## src/rtl/demux_scheduler.sv

```systemverilog
// demux_scheduler: round-robin 1-to-8 channel scheduler with one-word buffer and stall timeout
module demux_scheduler #(
  parameter int DW = 8,
  parameter int TIMEOUT = 16
) (
  input  logic          clk,
  input  logic          rst_n,
  input  logic          in_valid,
  output logic          in_ready,
  input  logic [DW-1:0] in_data,
  input  logic [7:0]    en_mask,
  output logic [DW-1:0] out_data,
  output logic [2:0]    out_sel,
  output logic [7:0]    out_valid,
  input  logic [7:0]    out_ready,
  output logic [7:0]    skip_cnt,
  output logic          busy
);
  typedef enum logic [1:0] {IDLE, ARB, SEND} state_t;
  state_t state, state_d;
  logic [DW-1:0] data_d;
  logic [2:0] ptr, ptr_d, sel_d, gnt;
  logic [7:0] wait_cnt, wait_d, skip_d;
  assign in_ready = rst_n && state == IDLE && |en_mask;
  assign out_valid = state == SEND ? 8'd1 << out_sel : 8'd0;
  assign busy = state != IDLE;
  always_comb begin
    gnt = ptr;
    for (int i = 7; i >= 0; i--)
      gnt = en_mask[ptr + 3'(i)] ? ptr + 3'(i) : gnt;
  end
  always_comb begin
    state_d = state;
    data_d = out_data;
    ptr_d = ptr;
    sel_d = out_sel;
    wait_d = wait_cnt;
    skip_d = skip_cnt;
    case (state)
      IDLE: if (in_valid && in_ready) begin
        data_d = in_data;
        state_d = ARB;
      end
      ARB: if (|en_mask) begin
        sel_d = gnt;
        wait_d = '0;
        state_d = SEND;
      end
      SEND: begin
        if (out_ready[out_sel]) begin
          ptr_d = out_sel + 3'd1;
          state_d = IDLE;
        end else if (!en_mask[out_sel] || wait_cnt == 8'(TIMEOUT - 1)) begin
          ptr_d = out_sel + 3'd1;
          state_d = ARB;
          skip_d = en_mask[out_sel] && skip_cnt != 8'hff ? skip_cnt + 8'd1 : skip_cnt;
        end else
          wait_d = wait_cnt + 8'd1;
      end
      default: state_d = IDLE;
    endcase
  end
  always_ff @(posedge clk) begin
    if (!rst_n) begin
      state <= IDLE;
      out_data <= '0;
      ptr <= '0;
      out_sel <= '0;
      wait_cnt <= '0;
      skip_cnt <= '0;
    end else begin
      state <= state_d;
      out_data <= data_d;
      ptr <= ptr_d;
      out_sel <= sel_d;
      wait_cnt <= wait_d;
      skip_cnt <= skip_d;
    end
  end
endmodule

```

## config.mk

```make
export PLATFORM = sky130hd
export DESIGN_NAME = demux_scheduler
export DESIGN_NICKNAME = d
export VERILOG_FILES = /design/src/rtl/demux_scheduler.sv
export SDC_FILE = /design/constraint.sdc
export NUM_CORES = 1
export LEC_CHECK = 0
export BUFFER_PORTS_ARGS = -buffer_cell sky130_fd_sc_hd__buf_2
export CAP_MARGIN = 15
export CORE_ASPECT_RATIO = 2
export CORE_MARGIN = 8
export CORE_UTILIZATION = 60
export DETAILED_ROUTE_END_ITERATION = 16
export PLACE_DENSITY = 0.86
export SLEW_MARGIN = 20
export SYNTH_ARGS = -nofsm -noshare
export SYNTH_HDL_FRONTEND = slang
export SYNTH_SLANG_ARGS = --single-unit
```

## constraint.sdc

```tcl
create_clock -name clk -period 5.5 [get_ports clk]
set_input_delay 1.1 -clock clk [delete_from_list [all_inputs] [get_ports clk]]
set_output_delay 1.1 -clock clk [all_outputs]
set_load 0.01 [all_outputs]
```

* After elaboration in Yosys (flattened, before gate mapping) *
Cells that the tools add are included.

storage, ports and cells
  flip-flop bits (word level) = 32
  output and inout bits = 29
  input bits = 27

operators by class
  equal/unequal tests = 9
  add/sub/neg operators = 10
  mux-type cells = 40
  $lt $le $gt $ge = 9
  reductions and logical operators = 17
  shift-type cells = 1
  bitwise gates (word level) = 1

operators with widths
  kind                                                                    count
  3-bit by 4-bit < comparator with 1-bit output (second input constant)   9
  8-bit two-way mux                                                       4
  1-bit binary-select mux with 3-bit select                               10
  3-bit two-way mux                                                       10
  8-bit by 1-bit adder with 8-bit output (second input constant)          2
  8-bit one-hot mux with 2 select lines                                   1
  3-bit adder (second input constant)                                     4
  1-bit two-way mux                                                       10
  8-bit by 4-bit equality test with 1-bit output (second input constant)  1
  2-bit two-way mux                                                       4
  8-bit != test (second input constant)                                   1
  4-bit AND reduction                                                     2
  8-bit OR reduction                                                      1
  1-bit by 3-bit << shifter with 8-bit output (first input constant)      1
  3-bit by 1-bit adder with 3-bit output (second input constant)          2
  3-bit by 2-bit adder with 3-bit output (second input constant)          2
  2-bit != test (second input constant)                                   3
  2-bit one-hot mux with 3 select lines                                   1
  2-bit AND reduction                                                     3
  2-bit nonzero test                                                      3
  1-bit logical AND                                                       4
  3-bit by 1-bit != test with 1-bit output (second input constant)        1
  3-bit AND reduction                                                     1
  2-bit by 1-bit equality test with 1-bit output (second input constant)  1
  6 further kinds                                                         6

* Depth between registers and ports, before layout *
  depth after elaboration = 11
  mapped depth = 11

* Worst setup path after synthesis *
Ideal clock, no wire load.

  path kind = flip-flop to flip-flop
  start = register ptr[0]
  end = register out_sel[0]
  setup slack = 2.215 ns
  buffers on the path = 3
  data arrival time = 3.206 ns
  setup time = 0.079 ns
  clock period less this slack = 3.285 ns
  cell stages (with the launch flop) = 12
  data required time = 5.421 ns
  cells stage by stage = dfxtp_1 clkbuf_1 clkbuf_1 inv_1 ha_1 clkbuf_1 mux2_2 mux4_2 a21boi_0 o31ai_1 nand3_1 o211ai_1

between the ends
  cells in the longest elaborated chain, start to end = 11
  elaborated cells between the ends (all ways) = 31

ends and longest elaborated chain
  item                                       RTL line  source
  from (decl)                                22        logic [2:0] ptr, ptr_d, sel_d, gnt;
  from (signal assigned)                     74        ptr <= ptr_d;
  3-bit adder                                30        gnt = en_mask[ptr + 3'(i)] ? ptr + 3'(i) : gnt;
  1-bit binary-select mux with 3-bit select  30
  1-bit two-way mux (implied by the code)    30
  3-bit two-way mux (7 in a row)             30
  3-bit two-way mux (*)                      30
  to (signal assigned)                       75        out_sel <= sel_d;
  to (decl)                                  13        output logic [2:0] out_sel,

Mark *: on every way between the ends. The rest lies on a longest branch, timed or not. The select of a mux whose other input is x is not followed.
A chain may end at the register's enable or synchronous reset.

* Final worst setup path *
  start = register ptr[1]
  end = register out_sel[1]

The elaborated chain is that of the path after synthesis.

==> reports/metrics.yaml <==
status:
  status: "completed"
global_routing:
  grt-ovfl-total: 0
  grt_pass1_vias: 2645
  grt_max_degree: 25
  grt_usage_pct: 20.8
  antenna_found_initial: 0
  grt_pass1_wl_mm: 12.1
routing:
  met2_length_mm: 4.27
  wl_mm: 7.43
  ant_nets: 0
  drt-pass1-iter-count: 4
  drt_iter0_drc: 142
  highest_layer: "met4"
  met1Wirelength_mm: 2.47
  drc: 0
  wl_per_cell_microns: 18.2
  wl_met3_microns: 288
  via_per_inst: 6.18
  detailroute.via_count: 2529
logic_synthesis:
  syn-num-nets: 352
  ys.flop_type: "dfxtp_1"
  synth-seq-area-share_pct: 23.7
  syn_inst: 315
  ys_warn_count: 0
  synth_top_area_share_pct: 23.7
  ys_types: 43
  synth_area_sq_mm: 0.00271
  synth_area_leaders: "dfxtp_1 24%, mux4_2 12%, mux2i_1 8.5%"
  syn_area_per_cell_sq_um: 8.59
  synth_seq_cells: 32
  synth-edff-count: 0
  ys_async_sr_fraction_pct: 0
  synth_top_area_cell: "dfxtp_1"
timing:
  rsz0062_at_grt: "false"
  fin_crit_sh_pct: 62.4
  setup_viol: 0
  finalMaxSlewViolations: 0
  worst_pin_slew_ps: 1020
  fin_crit_ps: 3430
  clock_skew_ps: 7.49
  hold_violations: 0
  max_freq_mhz: 291
  max_slew_margin_pct: 31.7
  tns_ps: 0
clock_tree:
  worstSkewPairLatency_ps: 290
  clock_path_buffers: 2
  cts_tree: "done"
  numCtsBuffers: 5
  cts_sinks: 32
  cts.repair.resized: 0
  clk_pin_slew_worst_paths_ps: 70
  htree_levels: 2
  ctsRootBufferMaster: "clkbuf_8"
  post_cts_buffers: 0
  hold_buffers: 0
placement:
  gp_congestion: 0.933
  hpwl_mm: 5.79
  port_buffers: 55
min_path:
  min_from: "out_data[0]$_SDFFE_PN0P_"
  hold_path.class: "reg2reg"
  hold_depth: 2
  min_to: "out_data[0]$_SDFFE_PN0P_"
power:
  total_power_mw: 0.664
  p_leak_nw: 1.27
  power.density_mw_per_mm2: 216
  ir_worst_vdd_uv: 164
finish:
  drive_above_1_share_pct: 26.8
  area_delta_synth_final_pct: 13.4
  nNetsFinal: 391
  fillers: 355
  antenna_cells: 0
floorplan:
  num_rows: 34
  die_area_sq_mm: 0.00704
  coreArea_sq_mm: 0.00434
  die_y_microns: 111
  io_pins: 56
  die_x_microns: 63.5
  initial_core_util_pct: 62.3
worst_setup_path:
  crit_fanout: 21
  reg2reg_setup_slack_ps: 2070
  critPathLaunch: "ptr[1]$_SDFFE_PN0P_"
  critPathMaxStageDelay_ps: 840
  arrival_ps: 3600
  r2r-end: "out_sel[1]$_SDFFE_PN0P_"
  r2r_start: "ptr[1]$_SDFFE_PN0P_"
  slowest_stage: "dfxtp_1"
  reg2regPathDepth: 8
  path_cells: "inv_1, ha_1, mux4_2, mux2_2, a221oi_1, o21ai_0, a221oi_1, nor3_1"
  required_ps: 5670
  cp-start-kind: "register"
  crit_path_frequent_cell: "a221oi_1"
  crit_path_end_kind: "register"
  critPathKind: "reg2reg"
flow_run:
  drv_cap: 0
## cell type report
| cell class | instances | area, sq um | area share (%) |
|---|---|---|---|
| clock buffers | 5 | 68.8 | 2.24 |
| well taps | 54 | 67.6 | 2.20 |
| flip-flops and latches | 32 | 641 | 20.9 |
| repair buffers | 56 | 283 | 9.22 |
| multi-input cells | 246 | 1920 | 62.5 |
| clock inverters | 3 | 42.5 | 1.39 |
| inverters | 13 | 48.8 | 1.59 |
## flip-flops by register name, summed over array words and instances (netlist names)
signal	count
out_data	8
wait_cnt	8
skip_cnt	8
ptr	3
out_sel	3
state	2
## cell usage after synthesis (all sizes together) (7+ instances only)
cell    number
nand2       26
ha          10
mux4        17
xor2        11
nor3         7
a21oi       14
o21ai        9
nand3       18
and3         7
clkbuf      19
inv         13
dfxtp       32
mux2        12
mux2i       23
nor2        40
## worst max-delay path, delay by kind of cell (launching register included)
kind                     cells  cell delay (ps)
AO/OA/AOI/OAI                3              740
AND/OR/NAND/NOR              1               90
buffers and inverters        1              180
flip-flops                   1              840
multiplexers                 2              790
adder cells (fa/ha/maj)      1              660
## power by group
group / internal (mW) / total, mW / switching (mW)
clock: 0.134 / 0.226 / 0.0922
sequential: 0.240 / 0.256 / 0.0166
combinational: 0.0846 / 0.181 / 0.0966
## worst max-delay path by stage
stage                                     endpoint  slack (ps)  cells after the start
after floorplan            out_sel[0]$_SDFFE_PN0P_        2220                     11
after global placement    skip_cnt[7]$_SDFFE_PN0P_        2120                      7
after detailed placement  skip_cnt[7]$_SDFFE_PN0P_        2060                      7
after CTS                                 in_ready        2140                      5
after global routing       out_sel[1]$_SDFFE_PN0P_        1930                      8
final                      out_sel[1]$_SDFFE_PN0P_        2070                      8
## stage by stage
stage	hold slack (ps)	setup slack, ps	cells	utilization, %	area (sq um)
final	493	2070	409	70.7	3070
after global routing	527	1930	409	70.7	3070
after detailed placement	486	2060	401	68.1	2960
after floorplan	480	2220	315	-	2710
after global placement	470	2120	401	68.1	2960
after CTS	502	2140	409	70.7	3070
## cells in the final DEF (no fill, tap or decap), types with 2 or more instances in the layout
master | synthesis | final
nand3b_1 | 2 | 2
clkbuf_8 | 0 | 5
nor2_1 | 40 | 40
nand2_1 | 26 | 26
mux2i_1 | 23 | 23
a21oi_1 | 14 | 14
nand4_1 | 3 | 3
and2_1 | 4 | 4
ha_1 | 10 | 10
mux4_1 | 3 | 3
nor2b_1 | 4 | 4
inv_1 | 13 | 13
o21a_1 | 2 | 2
o21ai_0 | 9 | 9
xor2_1 | 11 | 11
o211ai_1 | 3 | 3
nand2b_1 | 5 | 5
nor3_1 | 7 | 7
buf_2 | 1 | 55
nand3_1 | 18 | 18
and3_1 | 7 | 7
a22oi_1 | 2 | 2
nor4_1 | 3 | 3
a221oi_1 | 2 | 2
dfxtp_1 | 32 | 32
xnor2_1 | 4 | 4
a31oi_1 | 2 | 2
mux4_2 | 14 | 14
a211oi_1 | 5 | 5
mux2_2 | 12 | 12
## metal layers
| layer | up-vias | global-route usage (%) |
|---|---|---|
| li1 | 1213 | - |
| met2 | 78 | 40.5 |
| met5 | - | 0 |
| met4 | 0 | 15.3 |
| met1 | 1205 | 16.8 |
| met3 | 33 | 4.35 |
## kinds of logic (layout without fill, tap and decap cells)
family / after synthesis / after routing / synth area share [%]
AO/OA/AOI/OAI: 45 / 45 / 11.2
AND/OR/NAND/NOR: 124 / 124 / 22.1
XOR/XNOR: 15 / 15 / 4.86
buffers and inverters: 37 / 77 / 5.46
multiplexers: 52 / 52 / 28.1
flip-flops: 32 / 32 / 23.7
adder cells (fa/ha/maj): 10 / 10 / 4.63
Note: power is estimated with default switching activity, not from simulation.
